**config.mk**
```make
export PLATFORM = sky130hd
export DESIGN_NAME = cla_nibble_sequencer
export DESIGN_NICKNAME = d
export VERILOG_FILES = /design/src/rtl/cla_nibble_sequencer.sv
export SDC_FILE = /design/constraint.sdc
export NUM_CORES = 1
export LEC_CHECK = 0
export ABC_AREA = 0
export BUFFER_PORTS_ARGS = -buffer_cell sky130_fd_sc_hd__buf_2
export CAP_MARGIN = 10
export CELL_PAD_IN_SITES_DETAIL_PLACEMENT = 1
export CELL_PAD_IN_SITES_GLOBAL_PLACEMENT = 1
export CORE_UTILIZATION = 42
export DETAILED_ROUTE_END_ITERATION = 10
export PLACE_DENSITY = 0.94
export SLEW_MARGIN = 15
export SYNTH_ARGS = -nofsm -noshare
export SYNTH_HDL_FRONTEND = slang
export SYNTH_SLANG_ARGS = --single-unit
```
**constraint.sdc**
```tcl
create_clock -name clk -period 3.7 [get_ports clk]
set_clock_uncertainty 0.2 [all_clocks]
set_input_delay 0.74 -clock clk [delete_from_list [all_inputs] [get_ports clk]]
set_output_delay 0.74 -clock clk [all_outputs]
set_load 0.02 [all_outputs]
```
**src/rtl/cla_nibble_sequencer.sv**
```systemverilog
// Add/subtract controller that walks a WIDTH-bit operand pair through one shared
// external 4-bit carry-lookahead slice, least-significant nibble first.
module cla_nibble_sequencer #(
  parameter int WIDTH = 16
) (
  input  logic             clk,
  input  logic             rst_n,
  input  logic             start_valid,
  output logic             start_ready,
  input  logic [WIDTH-1:0] a,
  input  logic [WIDTH-1:0] b,
  input  logic             sub,
  input  logic             cin,
  output logic             res_valid,
  input  logic             res_ready,
  output logic [WIDTH-1:0] sum,
  output logic             cout,
  output logic             ovf,
  output logic             busy,
  output logic [3:0]       slice_a,
  output logic [3:0]       slice_b,
  output logic             slice_cin,
  input  logic [3:0]       slice_sum,
  input  logic             slice_pg,
  input  logic             slice_gg
);

  localparam int NIB = WIDTH / 4;
  localparam int IW  = (NIB > 1) ? $clog2(NIB) : 1;
  localparam int BW  = IW + 2;
  localparam logic [IW-1:0] LAST_IDX = IW'(NIB - 1);

  typedef enum logic [1:0] {
    IDLE,
    RUN,
    DONE
  } stateT;

  stateT state;
  stateT stateNext;

  logic [WIDTH-1:0] opa;
  logic [WIDTH-1:0] opb;
  logic             carry;
  logic             newCarry;
  logic [IW-1:0]    idx;
  logic [BW-1:0]    base;
  logic             lastNib;

  assign base     = {idx, 2'b00};
  assign lastNib  = (idx == LAST_IDX);
  // The slice has no carry-out pin, so the ripple carry is rebuilt from PG/GG.
  assign newCarry = slice_gg | (slice_pg & carry);

  always_ff @(posedge clk) begin
    if (!rst_n) begin
      state <= IDLE;
    end else begin
      state <= stateNext;
    end
  end

  always_comb begin
    stateNext   = state;
    start_ready = 1'b0;
    res_valid   = 1'b0;
    busy        = 1'b0;
    slice_a     = 4'd0;
    slice_b     = 4'd0;
    slice_cin   = 1'b0;
    case (state)
      IDLE: begin
        start_ready = 1'b1;
        if (start_valid) begin
          stateNext = RUN;
        end
      end
      RUN: begin
        busy      = 1'b1;
        slice_a   = opa[base +: 4];
        slice_b   = opb[base +: 4];
        slice_cin = carry;
        if (lastNib) begin
          stateNext = DONE;
        end
      end
      DONE: begin
        busy      = 1'b1;
        res_valid = 1'b1;
        if (res_ready) begin
          stateNext = IDLE;
        end
      end
      default: begin
        stateNext = IDLE;
      end
    endcase
  end

  // Subtraction is A + ~B + 1, so effective B and the initial carry are fixed at capture.
  always_ff @(posedge clk) begin
    if (!rst_n) begin
      opa   <= '0;
      opb   <= '0;
      carry <= 1'b0;
      idx   <= '0;
      sum   <= '0;
      cout  <= 1'b0;
      ovf   <= 1'b0;
    end else begin
      case (state)
        IDLE: begin
          if (start_valid) begin
            opa   <= a;
            opb   <= sub ? ~b : b;
            carry <= sub ? 1'b1 : cin;
            idx   <= '0;
          end
        end
        RUN: begin
          sum[base +: 4] <= slice_sum;
          carry          <= newCarry;
          if (lastNib) begin
            cout <= newCarry;
            ovf  <= (opa[WIDTH-1] ^ opb[WIDTH-1] ^ slice_sum[3]) ^ newCarry;
          end else begin
            idx <= idx + 1'b1;
          end
        end
        default: begin
        end
      endcase
    end
  end

endmodule

```
==> impl_metrics.csv <==
group,metric,value,unit
cts,htreeDepth,2,
timing,relSlewSlack,0.369,
cts,cts_root_buf,"clkbuf_8",
floorplanning,io_pins,74,
cells_and_area,design_area,3160,um^2
power_and_ir_drop,seq_power_share,0.506,
detailed_routing,firstDrtPassIters,4,
timing,fin_setup_tns,0,ps
place,io_buffers,73,
timing,rsz0062_at_grt,"false",
cts,postCtsHoldBufs,0,
hold_path,min_path_type,"flop to flop",
job,maxCapViolCount,0,
cts,cts_resized,0,
power_and_ir_drop,p_int,0.920,mW
synthesis,synthCells,290,
power_and_ir_drop,power.share.clock,0.266,
cells_and_area,nets,405,
global_routing,grt_pass1_wl,11300,um
power_and_ir_drop,p_per_area,420,nW/um^2
timing,worstMarginPinSlew,946,ps
timing,timing.final.crit_share,0.813,
cts,clock_latency,310,ps
cells_and_area,fin_util,0.521,
timing,fin_ws,694,ps
timing,setup_viol,0,
timing,period_needed,3010,ps
power_and_ir_drop,vdd_drop_max,0.220,mV
detailed_routing,drc,0,
timing,fmax,333,MHz
power_and_ir_drop,switching_power,0.406,mW
place,place_congestion,0.787,
global_routing,gr-total-overflow,0,
place,hpwl,5070,um
worst_setup_path,crit_required,2760,ps
power_and_ir_drop,swShare,0.306,
synthesis,ys_seq_area_frac,0.408,
detailed_routing,routed_wirelength,7130,um
cells_and_area,syn2layout_area_growth,16.9,%
worst_setup_path,path_class,"flop to output pin",
synthesis,syn_avg_cell_area,9.31,um^2
detailed_routing,first_iter_violations,94,
synthesis,yosys_register_bits,55,
status,status,"finished, final reports clean",
floorplanning,dieArea,6760,um^2
cts,cts.sinks,55,
floorplanning,start_util,0.446,
power_and_ir_drop,leakage,1.33,nW
worst_setup_path,critPathMaxFanout,12,
timing,final_hold_viol_count,0,
cts,clk_pin_slew_worst_paths,100,ps
place,pre_cts_ws,1020,ps
detailed_routing,vias,2356,
floorplanning,die_h,82.2,um
global_routing,antenna_found_initial,0,
timing,slew_violations,0,
cells_and_area,drive_above_1_share,0.252,
detailed_routing,antenna_left,0,
worst_setup_path,critPathLaunchType,"flop",
floorplanning,rows,28,
floorplanning,die_x,82.2,um
worst_setup_path,cp.arrival,2070,ps
place,placed_area,3060,um^2
detailed_routing,wire_per_inst,16.7,um
worst_setup_path,crit_path_end_kind,"output pin",
synthesis,synth.distinct_cells,39,
timing,whs,261,ps
cts,cts-buffers-inserted,5,
floorplanning,fp.coreArea,6060,um^2
global_routing,grt_pass1_vias,2422,
synthesis,syn_nets,343,
synthesis,yosys_warnings,0,
detailed_routing,vias_per_cell,5.50,
global_routing,grt_use_total,0.226,
cts,postCtsSetupBuffers,0,
global_routing,grt_max_degree,54,
synthesis,synthesis.area,2700,um^2
cts,cts_tree,"done",
cts,clk_path_buf_depth,2,
power_and_ir_drop,p_comb_frac,0.228,
cells_and_area,diodes,0,
-- stage by stage --
| stage | std cells | power (mW) |
|---|---|---|
| final | 428 | 1.33 |
| after global routing | 428 | 1.39 |
| after CTS | 428 | 1.34 |
| after detailed placement | 420 | 0.984 |
| after global placement | 420 | 0.966 |
| after floorplan | 290 | 0.899 |
-- final cells by class --
class | instances | area, um^2
sequential | 55 | 1100
timing repair buffer | 75 | 380
inverter | 7 | 26.3
clock inverter | 1 | 8.76
fill | 746 | 2900
tap | 75 | 93.8
clock buffer | 7 | 86.3
multi-input combinational | 208 | 1460
-- kinds of logic (layout without fill, tap and decap cells) --
| kind of cell | count (synthesis) | count (layout) | share of synthesized area |
|---|---|---|---|
| simple gates | 106 | 106 | 0.192 |
| xor+xnor | 17 | 17 | 0.0602 |
| fa+ha+maj | 9 | 9 | 0.0417 |
| compound gates | 68 | 68 | 0.172 |
| mux | 8 | 8 | 0.0750 |
| flops | 55 | 55 | 0.408 |
| buf+inv | 27 | 90 | 0.0514 |
-- synth_stat cells, drive strengths merged --
library cell | instances | area [um^2]
a211oi | 17 | 128
nand2 | 38 | 143
a21oi | 21 | 105
a32oi | 16 | 140
xnor2 | 16 | 140
nor2 | 33 | 124
clkbuf | 12 | 48.8
nand3b | 1 | 7.51
and4bb | 2 | 25.0
inv | 7 | 26.3
and2b | 1 | 7.51
nand2b | 2 | 12.5
ha | 9 | 113
nor3b | 3 | 27.5
a31oi | 2 | 12.5
o21ai | 6 | 30.0
nand4 | 1 | 6.26
nand3 | 2 | 10.0
mux4 | 8 | 203
o221a | 1 | 11.3
buf | 8 | 63.8
o31ai | 3 | 22.5
xnor3 | 1 | 22.5
dfxtp | 55 | 1100
and3 | 1 | 6.26
o21bai | 1 | 7.51
and3b | 2 | 17.5
nor2b | 6 | 37.5
nand4b | 3 | 26.3
and2 | 11 | 68.8
o211ai | 1 | 7.51
-- critical path: stages, from the launching register on --
cell and delay [ps]:
dfxtp_1 580, buf_4 270, mux4_1 570, and2_1 170
buf_2 150
-- flip-flops by register name, indices dropped and copies added, names as in the netlist --
name	count
opb	16
carry	1
idx	2
sum	16
state	2
opa	16
ovf	1
cout	1
-- layout by cell type (no fill, tap or decap), types with 3 or more instances in the layout --
| master | netlist | layout |
|---|---|---|
| mux4_1 | 6 | 6 |
| ha_1 | 9 | 9 |
| nand4b_1 | 3 | 3 |
| nor2_1 | 33 | 33 |
| and2_1 | 10 | 10 |
| o21ai_0 | 6 | 6 |
| a32oi_1 | 16 | 16 |
| o31ai_1 | 3 | 3 |
| nand2_1 | 38 | 38 |
| xnor2_1 | 16 | 16 |
| a211oi_1 | 17 | 17 |
| nor2b_1 | 6 | 6 |
| a21oi_1 | 21 | 21 |
| dfxtp_1 | 55 | 55 |
| inv_1 | 6 | 6 |
| buf_2 | 3 | 73 |
| clkbuf_8 | 0 | 6 |
-- layer usage --
metal	vias up	share of wire	track usage
met4	0	0.010	0.0596
met3	8	0.049	0.0560
met1	1135	0.42	0.247
met5	-	0	0
li1	1153	-	-
met2	60	0.52	0.428
-- path summary, 6_finish.rpt --
kind / startpoint / to / cells past startpoint / slack, ps
max: idx[0]$_SDFFE_PN0P_ / slice_b[3] / 4 / 690
min: opa[7]$_SDFFE_PN0P_ / opa[7]$_SDFFE_PN0P_ / 2 / 260
max reg2reg: idx[0]$_SDFFE_PN0P_ / sum[6]$_SDFFE_PN0P_ / 6 / 1330
min reg2reg: opa[7]$_SDFFE_PN0P_ / opa[7]$_SDFFE_PN0P_ / 2 / 260
-- power groups by stage --
stage	Sequential, mW	Combinational [mW]	Clock (mW)
2_1_floorplan	0.675	0.224	0
3_3_place_gp	0.680	0.286	0
3_5_place_dp	0.684	0.300	0
4_1_cts	0.671	0.304	0.363
5_1_grt	0.677	0.334	0.377
6_report	0.671	0.302	0.353
No activity file was read; power rests on OpenSTA's default activity.
